## src/rtl/gbuf_read_scheduler.sv

```systemverilog
// ============================================================================
//  Module   : gbuf_read_scheduler
//  Purpose  : Shares the global buffer's single asynchronous read port between
//             two burst requesters (0 = ifmap fetch, 1 = filter fetch) using
//             round-robin arbitration. Generates sequential read addresses and
//             returns registered data with a last-beat marker. Forwards the
//             psum writeback onto the buffer write port unchanged.
//
//  Ports    : clk, rst               clock / synchronous active-high reset
//             rq_req, rq*_base/len   burst requests (held until acked)
//             rq_ack                 one-hot acceptance pulse (combinational)
//             rd_valid/owner/data/last  registered read beat
//             wr_en/addr/data        writer input
//             mem_raddr/waddr/wen/din/dout  global buffer connections
//
//  Options  : GBUF_RAW_FORWARD_EN - when defined, a write hitting the address
//             being read in the same cycle is forwarded into rd_data, so a
//             beat always returns the newest value.
//
//  Revision : 1.0  initial release
// ============================================================================
`default_nettype none

module gbuf_read_scheduler #(
    parameter int DATA_WIDTH = 16,
    parameter int ADDR_WIDTH = 8,
    parameter int LEN_WIDTH  = 6
) (
    input  logic                  clk,
    input  logic                  rst,
    input  logic [1:0]            rq_req,
    input  logic [ADDR_WIDTH-1:0] rq0_base,
    input  logic [ADDR_WIDTH-1:0] rq1_base,
    input  logic [LEN_WIDTH-1:0]  rq0_len,
    input  logic [LEN_WIDTH-1:0]  rq1_len,
    output logic [1:0]            rq_ack,
    output logic                  rd_valid,
    output logic                  rd_owner,
    output logic [DATA_WIDTH-1:0] rd_data,
    output logic                  rd_last,
    input  logic                  wr_en,
    input  logic [ADDR_WIDTH-1:0] wr_addr,
    input  logic [DATA_WIDTH-1:0] wr_data,
    output logic [ADDR_WIDTH-1:0] mem_raddr,
    output logic [ADDR_WIDTH-1:0] mem_waddr,
    output logic                  mem_wen,
    output logic [DATA_WIDTH-1:0] mem_din,
    input  logic [DATA_WIDTH-1:0] mem_dout
);

    typedef enum logic [0:0] {
        ST_IDLE  = 1'b0,
        ST_BURST = 1'b1
    } state_t;

    state_t                r_state;
    logic                  r_rr;        // requester favoured on a tie
    logic [ADDR_WIDTH-1:0] r_base;
    logic [LEN_WIDTH-1:0]  r_len;
    logic [LEN_WIDTH-1:0]  r_beat_cnt;
    logic                  r_owner;
    logic                  r_rd_valid;
    logic                  r_rd_owner;
    logic                  r_rd_last;
    logic [DATA_WIDTH-1:0] r_rd_data;

    logic                  w_grant;
    logic                  w_winner;
    logic [ADDR_WIDTH-1:0] w_sel_base;
    logic [LEN_WIDTH-1:0]  w_sel_len;
    logic [ADDR_WIDTH-1:0] w_raddr;
    logic                  w_last_addr;
    logic                  w_wen;
    logic [DATA_WIDTH-1:0] w_capture;

    // ------------------------------------------------------------------
    // Arbitration: on a tie the requester not served last wins; a lone
    // requester always wins. Acks are suppressed while in reset.
    // ------------------------------------------------------------------
    assign w_grant    = (r_state == ST_IDLE) && (rq_req != 2'b00) && !rst;
    assign w_winner   = (rq_req == 2'b11) ? r_rr : rq_req[1];
    assign w_sel_base = w_winner ? rq1_base : rq0_base;
    assign w_sel_len  = w_winner ? rq1_len  : rq0_len;
    assign rq_ack     = w_grant ? (w_winner ? 2'b10 : 2'b01) : 2'b00;

    // Address arithmetic wraps naturally at the address width.
    assign w_raddr     = ((r_state == ST_BURST) && !rst)
                       ? (r_base + ADDR_WIDTH'(r_beat_cnt))
                       : '0;
    assign w_last_addr = (r_beat_cnt == (r_len - LEN_WIDTH'(1)));
    assign mem_raddr   = w_raddr;

    // Write path is a straight pass-through; writes never stall.
    assign w_wen     = wr_en & ~rst;
    assign mem_wen   = w_wen;
    assign mem_waddr = wr_addr;
    assign mem_din   = wr_data;

`ifdef GBUF_RAW_FORWARD_EN
    // The buffer returns pre-write contents on a same-cycle collision, so
    // the incoming write data is substituted to deliver the newest value.
    assign w_capture = (w_wen && (wr_addr == w_raddr)) ? wr_data : mem_dout;
`else
    assign w_capture = mem_dout;
`endif

    always_ff @(posedge clk) begin
        if (rst) begin
            r_state    <= ST_IDLE;
            r_rr       <= 1'b0;
            r_base     <= '0;
            r_len      <= '0;
            r_beat_cnt <= '0;
            r_owner    <= 1'b0;
            r_rd_valid <= 1'b0;
            r_rd_owner <= 1'b0;
            r_rd_last  <= 1'b0;
            r_rd_data  <= '0;
        end else begin
            r_rd_valid <= 1'b0;
            r_rd_last  <= 1'b0;
            case (r_state)
                ST_IDLE: begin
                    if (w_grant) begin
                        r_base     <= w_sel_base;
                        r_len      <= w_sel_len;
                        r_owner    <= w_winner;
                        r_rr       <= ~w_winner;
                        r_beat_cnt <= '0;
                        // Zero-length requests are acked and dropped.
                        if (w_sel_len != '0) begin
                            r_state <= ST_BURST;
                        end
                    end
                end
                ST_BURST: begin
                    r_rd_valid <= 1'b1;
                    r_rd_data  <= w_capture;
                    r_rd_owner <= r_owner;
                    r_rd_last  <= w_last_addr;
                    if (w_last_addr) begin
                        r_state <= ST_IDLE;
                    end else begin
                        r_beat_cnt <= r_beat_cnt + LEN_WIDTH'(1);
                    end
                end
                default: r_state <= ST_IDLE;
            endcase
        end
    end

    assign rd_valid = r_rd_valid;
    assign rd_owner = r_rd_owner;
    assign rd_data  = r_rd_data;
    assign rd_last  = r_rd_last;

endmodule

`default_nettype wire

```

## config.mk

```make
export PLATFORM = sky130hd
export DESIGN_NAME = gbuf_read_scheduler
export DESIGN_NICKNAME = d
export VERILOG_FILES = /design/src/rtl/gbuf_read_scheduler.sv
export SDC_FILE = /design/constraint.sdc
export NUM_CORES = 1
export LEC_CHECK = 0
export BUFFER_PORTS_ARGS = -buffer_cell sky130_fd_sc_hd__buf_2
export CAP_MARGIN = 20
export CORE_ASPECT_RATIO = 1.5
export CORE_MARGIN = 2
export CORE_UTILIZATION = 51
export CTS_BUF_LIST = sky130_fd_sc_hd__clkbuf_4 sky130_fd_sc_hd__clkbuf_8
export DETAILED_ROUTE_END_ITERATION = 12
export HOLD_SLACK_MARGIN = 0.15
export MAX_ROUTING_LAYER = met4
export PLACE_DENSITY = 0.94
export SLEW_MARGIN = 20
export SYNTH_ARGS = -nofsm -noshare
export SYNTH_HDL_FRONTEND = slang
export SYNTH_SLANG_ARGS = --single-unit
```

## constraint.sdc

```tcl
create_clock -name clk -period 3.51 [get_ports clk]
set_input_delay 0 -clock clk [delete_from_list [all_inputs] [get_ports clk]]
set_output_delay 0 -clock clk [all_outputs]
set_load 0.05 [all_outputs]
```

==> results of run 1 <==
[sequential cells by signal (all words and copies together), names as in the netlist]
name / cells
r_beat_cnt: 6
rd_last: 1
r_state: 1
rd_data: 16
r_rr: 1
r_base: 8
r_len: 6
rd_valid: 1
rd_owner: 1
r_owner: 1
[worst max-delay path: stages, from the launching register on]
cell       delay [ns]
dfxtp_1          0.48
ha_1             0.28
a21o_1           0.15
a21o_1           0.22
a2111oi_0        0.52
o21ai_0          0.18
a21oi_1          0.15
buf_2            0.28
[final cells by class]
class                   instances  area (um^2)
flip-flops and latches         42        840.8
clock buffers                   6        82.58
fillers                       283         1176
repair buffers                150         1101
clock inverters                 2        60.06
well taps                      66        82.58
inverters                       5        18.77
multi-input cells             196         1409
[logic make-up (layout without fill, tap and decap cells)]
| kind of cell | Yosys count | in the layout | share of synthesized area [%] |
|---|---|---|---|
| AOI/OAI and AO/OA | 43 | 43 | 13.15 |
| xor gates and xnor gates | 9 | 9 | 3.150 |
| adders and majority gates | 9 | 9 | 4.800 |
| buffers and inverters | 44 | 163 | 10.35 |
| DFF | 42 | 42 | 33.60 |
| muxes | 35 | 35 | 14.40 |
| and+or+nand+nor | 100 | 100 | 20.55 |
[synthesized netlist by cell type (all sizes together)]
master and n:
and2 3, nand4 1, mux2i 33, buf 29, nor3b 6, o21bai 1
clkbuf 10, nand3 5, or3 1, o211a 1, fa 1, nor2 47
ha 8, o21ai 4, o211ai 3, and3 1, or2 2, a2111oi 1
and4bb 1, xor2 5, nor3 5, or4b 3, a211oi 16, o32ai 2
a21o 4, or4 1, o31ai 1, xnor2 4, nor4b 3, mux2 2
nand2 11, dfxtp 42, a21oi 9, inv 5, a21boi 1, nor4 2
nand3b 1, nor2b 1, nand2b 6
[routing by layer]
metal  share of wire, %  track usage (%)
met2                 54            47.70
met1                 36            31.07
met5                  0                -
met4                2.9            11.96
met3                6.2            4.604
[worst max path at each step]
stage	startpoint	endpoint	slack, ns	cells past startpoint
2_1_floorplan	r_beat_cnt[0]	mem_raddr[6]	1.09	7
5_1_grt	r_beat_cnt[1]	mem_raddr[7]	0.73	7
3_5_place_dp	r_beat_cnt[1]	mem_raddr[7]	1.31	7
3_3_place_gp	r_beat_cnt[1]	mem_raddr[7]	1.36	7
4_1_cts	r_beat_cnt[1]	mem_raddr[7]	0.98	7
6_report	r_beat_cnt[1]	mem_raddr[7]	0.95	7
[power groups by stage]
| stage | combinational (mW) | sequential [mW] | clock, mW |
|---|---|---|---|
| floorplan | 0.341 | 0.642 | 0 |
| finish | 0.576 | 0.577 | 0.477 |
| global route | 0.612 | 0.583 | 0.501 |
| global placement | 0.427 | 0.580 | 0 |
| detailed placement | 0.438 | 0.583 | 0 |
| CTS | 0.560 | 0.573 | 0.478 |
[what timing repair did]
| item | in CTS | in global routing |
|---|---|---|
| hold buffers | 68 | 0 |
| setup buffers | 0 | 0 |
| hold endpoints to repair | 54 | 0 |
==> results.md, run 1 <==
* Syn_area_per_cell at between 8 and 9 um^2
* Routed Antenna Nets at 0
* DRT Pass-1 Iters at 4
* Max Root-Sink Buffers at 2
* First-pass GRT wire length at 11.63 mm
* Setup crit start kind: register
* Commonest non-fill, non-tap cell in the layout: buf_2
* Fraction of layout instances using a drive strength above 1 at a little over a quarter
* CORE AREA at roughly 4800 um^2
* GR Overflow Total at 0
* # setup viols final at 0
* CTS H-tree lvls at 2
* Switching Share at between 30% and 40%
* Worst-path clk slew at 0.09 ns
* Pwr Total at about 1.6 mW
* Fmax at slightly below 0.4 GHz
* Final Cycle Share at 73.01%
* Layout Nets at just under 500
* CTS buffer count at 5
* Critical path endpoint category: output port
* Sequential Power Share at a little over a third
* Design Area, Final at approximately 3600 um^2
* Min Tclk post-route at 2.563 ns
* Fin Setup TNS at 0 ns
* Post-route insts no fill at about 470
* Pint at around 1.1 mW
* Max-Cap Viols at 0
* Die X at between 60 and 70 um
* WS Path Type: reg -> out
* Final wirelength at roughly 7.3 mm
* Post-CTS Resized at 0
* Synth area leader: dfxtp_1
* Post-synthesis sequential area ratio at 33.60%
* Vias in the first global route at around 2500
* Io pins at approximately 130
* Initial antenna violation count at 0
* Gr usage total at between 20% and 30%
* R2r setup slk at between 1 and 1.5 ns
* Leak pwr at ~1.7 nW
* Clock latency on the worst-skew pair at 0.30 ns
* Hold Path Cell Cnt at 3
* Clock skew at 0.006558 ns
* Clock power share at 29.3%
* Post-Route Utilization at between 70 and 80%
* Post-Place Cell Area at 2771 um^2
* Via total after detailed routing at roughly 2600
* Reg-to-reg endpoint: r_base[1]
* CTS root buf: clkbuf_8
* Crit-path max FO at 6
* Final hold slack at 0.1622 ns
* Number of remaining DRC errors at 0
* Vias per inst at between 5 and 6
* Antenna cells at 0
* Comb pwr share at around a third
* Gp weighted congestion at roughly 0.83
* Outcome: complete, no violations
* RSZ-0062 raised after global routing: false
* Most frequent cells in the layout: buf_2, dlygate4sd3_1, nor2_1
* Yosys cell types at 44
* Slew margin rel. at between 30% and 40%
* Tightest Hold Check Type: in -> reg
* Largest net degree at the start of global routing at 57
* Worst Path Required at between 3 and 4 ns
* Initial Util at between 50% and 60%
* Fin. Hold Viols at 0
* Sw Pwr at 0.5767 mW
* Min-Delay Endpoint: r_state
* Die ar. at 5495 um^2
* Final Max Slew Viols at 0
* Final worst slack at 0.9475 ns
* Synth Register Bits at 42
* Post-Syn Instances at 282
* Syn Nets at between 300 and 400
* Yosys warnings at 0
* Placement Setup Slack at 1.307 ns
* Syn Std Cell Area at 2502 um^2
* Post-DR wirelength/cell at 15.61 um
* Dpl cells at 391
* Maximum VDD drop at between 300 and 400 uV
* Worst hold start: rq0_len[1]
* Measured slew at the worst slew-check pin at approximately 0.95 ns
* Area grow syn2layout at 43.65%
* CTS tree: built
* Area contributors post-synth: dfxtp_1, mux2i_1, buf_4
* Power per standard cell area at 453.4 nW/um^2
* CP Data Arrival Time at ~2.6 ns
* Die Y-Extent at roughly 90 um
* Worst r2r src: r_rr
* CTS Sinks at 42
* Top-area cell type share of the netlist area at between 30 and 40%
* Rows at 31
* IO buf count at 78
* DP HPWL at ~4.2 mm
* R2R depth at 5
* DRT iter0 DRCs at roughly 150
No activity file was read; power rests on OpenSTA's default activity.
==> run 2, diff against run 1 <==
- CORE_UTILIZATION: 51 -> 47
- PLACE_DENSITY: 0.94 -> 0.88
- clock period: 3.51 -> 2.55 ns (I/O delays scaled with it)
==> run 2 against run 1 <==
The flow now finishes with violations (negative setup slack). Clock-buffer cell count fell by 1. Combinational power increased by 37%. Die area grew 8.0%. Sequential cell count did not move. Sequential power up 38%. Global-route usage is 1.9 points lower. Non-clock buffer count rose by 1. Critical path depth unchanged.
==> results.md, run 2 (same netlist as run 1, synthesis figures left out) <==
* Outcome: complete, but fails checks
* Failing checks: negative setup slack
* Final hold slack at 0.2024 ns (+0.04022 ns)
* Area grow syn2layout at 43.35%
* WS Path Type: reg -> out
* CTS buffer count at 5 (unchanged)
* Leak pwr at 1.695 nW (-0.91%)
* Die ar. at 5936 um^2 (+8.0%)
* Post-Route Utilization at 70.00% (-5.4 points)
* CORE AREA at 5125 um^2 (+7.4%)
* Most frequent cells in the layout: buf_2, dlygate4sd3_1, nor2_1
* CTS root buf: clkbuf_8
* Via total after detailed routing at 2560 (-0.81%)
* Crit-path most repeated cell: a21o_1
* Gr usage total at 26.28% (-1.9 points)
* CP max stage delay at 0.52 ns (about the same)
* Filler instances at 394 (+39%)
* R2r setup slk at 0.44 ns (-1.02 ns)
* Routed Antenna Nets at 0 (unchanged)
* Pwr Total at 2.134 mW (+31%)
* Sw Pwr at 0.8098 mW (+40%)
* Tightest Hold Check Type: in -> reg
* Pint at 1.324 mW (+26%)
* Worst-path clk slew at 0.08 ns (about the same)
* Slew margin rel. at 65.11% (+28 points)
* CTS H-tree lvls at 2 (unchanged)
* IO buf count at 78 (unchanged)
* Final worst slack at -0.1167 ns (-1.064 ns)
* Fin. Hold Viols at 0 (unchanged)
* Power per standard cell area at 594.9 nW/um^2 (+31%)
* Rows at 32 (+3.2%)
* DRT Pass-1 Iters at 4 (unchanged)
* Min-Delay Endpoint: r_state
* # setup viols final at 1 (+1)
* CP top delay family: compound AO/OA/AOI/OAI gates
* Reg-to-reg endpoint: r_base[1]
* Final Cycle Share at 104.6%
* Setup crit start kind: register
* Crit-path max FO at 6 (unchanged)
* Die Y-Extent at 93.37 um (+4.0%)
* CTS Sinks at 42 (unchanged)
* Post-DR wirelength/cell at 16.23 um (+4.0%)
* Clock power share at 25.8% (-3.5 points)
* Initial antenna violation count at 0 (unchanged)
* Sequential Power Share at 37.2% (+1.8 points)
* Commonest non-fill, non-tap cell in the layout: buf_2
* CP cell instances: ha_1 > a21o_1 > a21o_1 > a2111oi_1 > o21ai_0 > a21oi_1 > buf_2
* Worst Path Required at 2.55 ns (-0.96 ns)
* Fin Setup TNS at -0.1167 ns (-0.1167 ns)
* Number of remaining DRC errors at 0 (unchanged)
* Largest register FFs at 16 (unchanged)
* Clock latency on the worst-skew pair at 0.31 ns (about the same)
* Clock skew at 0.004939 ns (-0.001619 ns)
* CTS tree: built
* Vias in the first global route at 2584 (+1.9%)
* Fraction of layout instances using a drive strength above 1 at 27.36% (+0.68 points)
* Comb pwr share at 37.0% (+1.7 points)
* GR Overflow Total at 0 (unchanged)
* Initial Util at 48.83% (-3.6 points)
* Vias per inst at 5.435 (-1.7%)
* Worst r2r src: r_rr
* First-pass GRT wire length at 11.79 mm (+1.4%)
* Worst hold start: rq0_len[1]
* Final Max Slew Viols at 0 (unchanged)
* CP bufs+invs at 1 (unchanged)
* Placement Setup Slack at 0.3608 ns (-0.9467 ns)
* Dpl cells at 394 (+0.77%)
* Fmax at 0.3750 GHz
* Switching Share at 37.94% (+2.6 points)
* Layout Nets at 483 (+0.21%)
* Gp weighted congestion at 0.8552 (+3.1%)
* R2R depth at 5 (unchanged)
* Post-Place Cell Area at 2781 um^2 (+0.36%)
* Die X at 63.58 um (+3.9%)
* Max-Cap Viols at 0 (unchanged)
* Io pins at 127 (unchanged)
* Min Tclk post-route at 2.667 ns
* Measured slew at the worst slew-check pin at 0.5217 ns (-0.4246 ns)
* DP HPWL at 4.278 mm (+2.0%)
* Critical-path cell with the highest stage delay: a2111oi_1
* Max Root-Sink Buffers at 2 (unchanged)
* # Post-CTS Setup Buffers at 0 (unchanged)
* Post-route insts no fill at 471 (+0.86%)
* Maximum VDD drop at 404.1 uV (+8.3%)
* Largest net degree at the start of global routing at 30 (-47%)
* Final wirelength at 7.645 mm (+4.9%)
* Design Area, Final at 3587 um^2 (-0.21%)
* CP Data Arrival Time at 2.67 ns (+0.11 ns)
* DRT iter0 DRCs at 131 (-14%)
* Critical path endpoint category: output port
* Hold Path Cell Cnt at 3 (unchanged)
run 2: area by class of cell:
type	count	area, um^2	share of cell area, %
clock inverter	3	45.04	1.256
inverter	5	18.77	0.5232
sequential	42	842.1	23.47
tap	68	85.08	2.372
multi-input combinational	196	1414	39.41
timing repair buffer	151	1111	30.97
clock buffer	5	68.82	1.918
antenna	1	2.502	0.06976
run 2: worst register-to-register path, delay by kind of cell (launching register included):
kind,cells,cell delay [ns]
buffers and inverters,2,0.85
flip-flops,1,0.33
multiplexers,1,0.10
AO/OA/AOI/OAI,2,0.73
run 2: routing by layer:
| layer | track usage (%) | vias to the layer above | part of all wire [%] |
|---|---|---|---|
| met4 | 13.59 | 0 | 3.7 |
| li1 | - | 1206 | - |
| met1 | 26.52 | 1205 | 35 |
| met5 | - | - | 0 |
| met2 | 48.25 | 122 | 55 |
| met3 | 4.212 | 27 | 5.5 |
run 2: power groups by stage:
stage / clock network (mW) / registers [mW] / logic, mW
3_5_place_dp: 0 / 0.805 / 0.599
2_1_floorplan: 0 / 0.883 / 0.470
3_3_place_gp: 0 / 0.800 / 0.586
4_1_cts: 0.551 / 0.791 / 0.766
6_report: 0.550 / 0.794 / 0.790
5_1_grt: 0.579 / 0.803 / 0.842
run 2: worst max-delay path by stage:
stage	from	end	slack (ns)	depth (start not counted)
2_1_floorplan	r_beat_cnt[0]	mem_raddr[6]	0.13	7
6_report	r_beat_cnt[1]	mem_raddr[7]	-0.12	7
4_1_cts	r_beat_cnt[1]	mem_raddr[7]	0.03	7
5_1_grt	r_base[1]	mem_raddr[7]	-0.17	7
3_5_place_dp	r_beat_cnt[1]	mem_raddr[7]	0.36	7
3_3_place_gp	r_beat_cnt[1]	mem_raddr[7]	0.40	7
run 2: repair_timing:
item,CTS,global route
hold buffers,68,0
hold endpoints to repair,54,0
resized for setup,0,4
setup endpoints to repair,0,2
==> run 3, diff against run 2 <==
==> constraint.sdc (replaced) <==
create_clock -name clk -period 2.55 [get_ports clk]
set_input_delay 0 -clock clk [delete_from_list [all_inputs] [get_ports clk]]
set_output_delay 0 -clock clk [all_outputs]
set_load 0.1 [all_outputs]
==> run 3 against run 2 <==
Largest power group is now combinational logic. The run now ends clean. Highest routed layer unchanged. Wire length grew 35%. Largest cell class unchanged. Critical path depth grew 1. Register-to-register slack lost 0.08 ns. Hold slack gained 0.0025 ns.
==> results.md, run 3 (same netlist as run 1, synthesis figures left out) <==
* Fraction of layout instances using a drive strength above 1 at 29.88% (+2.5 points)
* Most frequent cells in the layout: dlygate4sd3_1, buf_2, nor2_1
* Fmax at 0.4092 GHz (+9.1%)
* GR Overflow Total at 0 (unchanged)
* CORE AREA at 5125 um^2 (unchanged)
* Max-Cap Viols at 0 (unchanged)
* WS Path Type: reg -> out
* CTS Sinks at 42 (unchanged)
* Worst Path Required at 2.55 ns (about the same)
* Antenna cells at 0 (-1)
* Area grow syn2layout at 50.60%
* Routed Antenna Nets at 0 (unchanged)
* Outcome: complete, no violations
* Via total after detailed routing at 2933 (+15%)
* Register Area at 843.3 um^2 (+0.15%)
* CP Data Arrival Time at 2.44 ns (-0.23 ns)
* Post-route insts no fill at 473 (+0.42%)
* GR peak layer: met2
* R2r setup slk at 0.36 ns (-0.08 ns)
* Tightest Hold Check Type: in -> reg
* Gr usage total at 31.89% (+5.6 points)
* Vias in the first global route at 2922 (+13%)
* Worst hold start: rst
* # setup viols final at 0 (-1)
* Crit-path max FO at 6 (unchanged)
* Initial antenna violation count at 0 (unchanged)
* Die Y-Extent at 93.37 um (unchanged)
* Post-DR wirelength/cell at 21.75 um (+34%)
* Dpl cells at 395 (+0.25%)
* Area of the multi-input gates at 1466 um^2 (+3.7%)
* CTS tree: built
* Rows at 32 (unchanged)
* Min-Delay Endpoint: rd_data[0]
* RSZ-0062 raised after global routing: false
* DRT Pass-1 Iters at 4 (unchanged)
* Met1 GRT Util at 30.82% (+4.3 points)
* Initial Util at 48.83% (unchanged)
* Clock skew at 0.01069 ns (+0.005756 ns)
* Largest net degree at the start of global routing at 37 (+23%)
* Min Tclk post-route at 2.444 ns (-0.2228 ns)
* Final wirelength at 10.29 mm (+35%)
* # Post-CTS Setup Buffers at 0 (unchanged)
* Number of remaining DRC errors at 0 (unchanged)
* Worst-path clk slew at 0.09 ns (about the same)
* Layout Nets at 486 (+0.62%)
* Vias per inst at 6.201 (+14%)
* Fin Setup TNS at 0 ns (+0.1167 ns)
* Die X at 63.58 um (unchanged)
* First-pass GRT wire length at 14.19 mm (+20%)
* GR Layer Usage met3 at 6.137% (+1.9 points)
* Max Root-Sink Buffers at 2 (unchanged)
* CTS H-tree lvls at 2 (unchanged)
* CTS root buf: clkbuf_8
* Setup crit start kind: register
* Reg-to-reg endpoint: r_beat_cnt[0]
* DP HPWL at 4.391 mm (+2.6%)
* Placement Setup Slack at 0.2880 ns (-0.07275 ns)
* Fin. Hold Viols at 0 (unchanged)
* IO buf count at 78 (unchanged)
* Met2 Usage GRT at 58.51% (+10 points)
* Final Cycle Share at 95.84% (-8.7 points)
* Slew margin rel. at 33.40% (-32 points)
* CTS buffer count at 5 (unchanged)
* Hold Path Cell Cnt at 2 (-1)
* Die ar. at 5936 um^2 (unchanged)
* Worst r2r src: r_len[0]
* Maximum VDD drop at 511.3 uV (+27%)
* Post-Route Utilization at 73.54% (+3.5 points)
* Leak pwr at 1.732 nW (+2.2%)
* Filler instances at 299 (-24%)
* Clock latency on the worst-skew pair at 0.31 ns (about the same)
* Gp weighted congestion at 0.8741 (+2.2%)
* Final worst slack at 0.1060 ns (+0.2228 ns)
* Critical path endpoint category: output port
* Measured slew at the worst slew-check pin at 0.9957 ns (+0.4741 ns)
* R2R depth at 7 (+2)
* Power per standard cell area at 640.8 nW/um^2 (+7.7%)
* Final Max Slew Viols at 0 (unchanged)
* DRT iter0 DRCs at 198 (+51%)
* Io pins at 127 (unchanged)
* Largest register FFs at 16 (unchanged)
run 3: changes by cell type in the layout (fill, tap and decap cells not counted), sizes merged:
cell	delta
dlygate4sd3	+2
bufinv	-1
diode	-1
buf	+2
inv	+1
clkinvlp	-1
run 3: stage by stage:
stage	instance area, um^2	hold WS [ns]	total power [mW]
floorplan	2544	0.1472	1.585
global placement	2950	0.0006813	1.573
CTS	3735	0.1636	2.305
global route	3769	0.2245	2.467
detailed placement	2950	0.0006813	1.597
finish	3769	0.2050	2.415
run 3: power by group:
part | switching [mW] | leakage [nW] | internal (mW)
Clock | 0.270 | 0.0478 | 0.223
Sequential | 0.0820 | 0.347 | 0.727
Combinational | 0.774 | 1.34 | 0.338
Total | 1.13 | 1.73 | 1.29
run 3: area by class of cell:
class	count	share of cell area [%]
clock inverters	2	0.4316
well taps	68	2.258
clock buffers	6	2.191
multi-input cells	196	38.91
inverters	5	0.4980
repair buffers	154	33.33
flip-flops and latches	42	22.38
run 3: what timing repair did:
item                                    4_1_cts  5_1_grt
hold endpoints to repair                     54        1
pin swaps                                     0        2
endpoints found under the setup margin        2        2
hold buffers                                 68        2
resized for setup                             2        5
run 3: worst max-delay path by stage:
stage / from / endpoint / cells after the start
3_3_place_gp: r_beat_cnt[0] / mem_raddr[6] / 8
3_5_place_dp: r_beat_cnt[1] / mem_raddr[7] / 7
6_report: r_beat_cnt[0] / mem_raddr[6] / 8
4_1_cts: r_beat_cnt[1] / mem_raddr[7] / 7
2_1_floorplan: r_beat_cnt[1] / mem_raddr[5] / 6
5_1_grt: r_beat_cnt[0] / mem_raddr[6] / 8
run 3: layer usage:
metal  up-vias  wire, um  share of wire, %
met3        80      1028                10
li1       1210         -                 -
met1      1352      3279                32
met4         0       782               7.6
met2       291      5200                51
met5         -         0                 0
run 3: worst max-delay path, stage by stage, from the launching register on:
cell      delay (ns)
dfxtp_2         0.36
ha_1            0.22
fa_2            0.36
a21o_1          0.19
a21oi_2         0.17
o21bai_1        0.11
a21oi_2         0.23
mux2i_4         0.29
buf_12          0.20
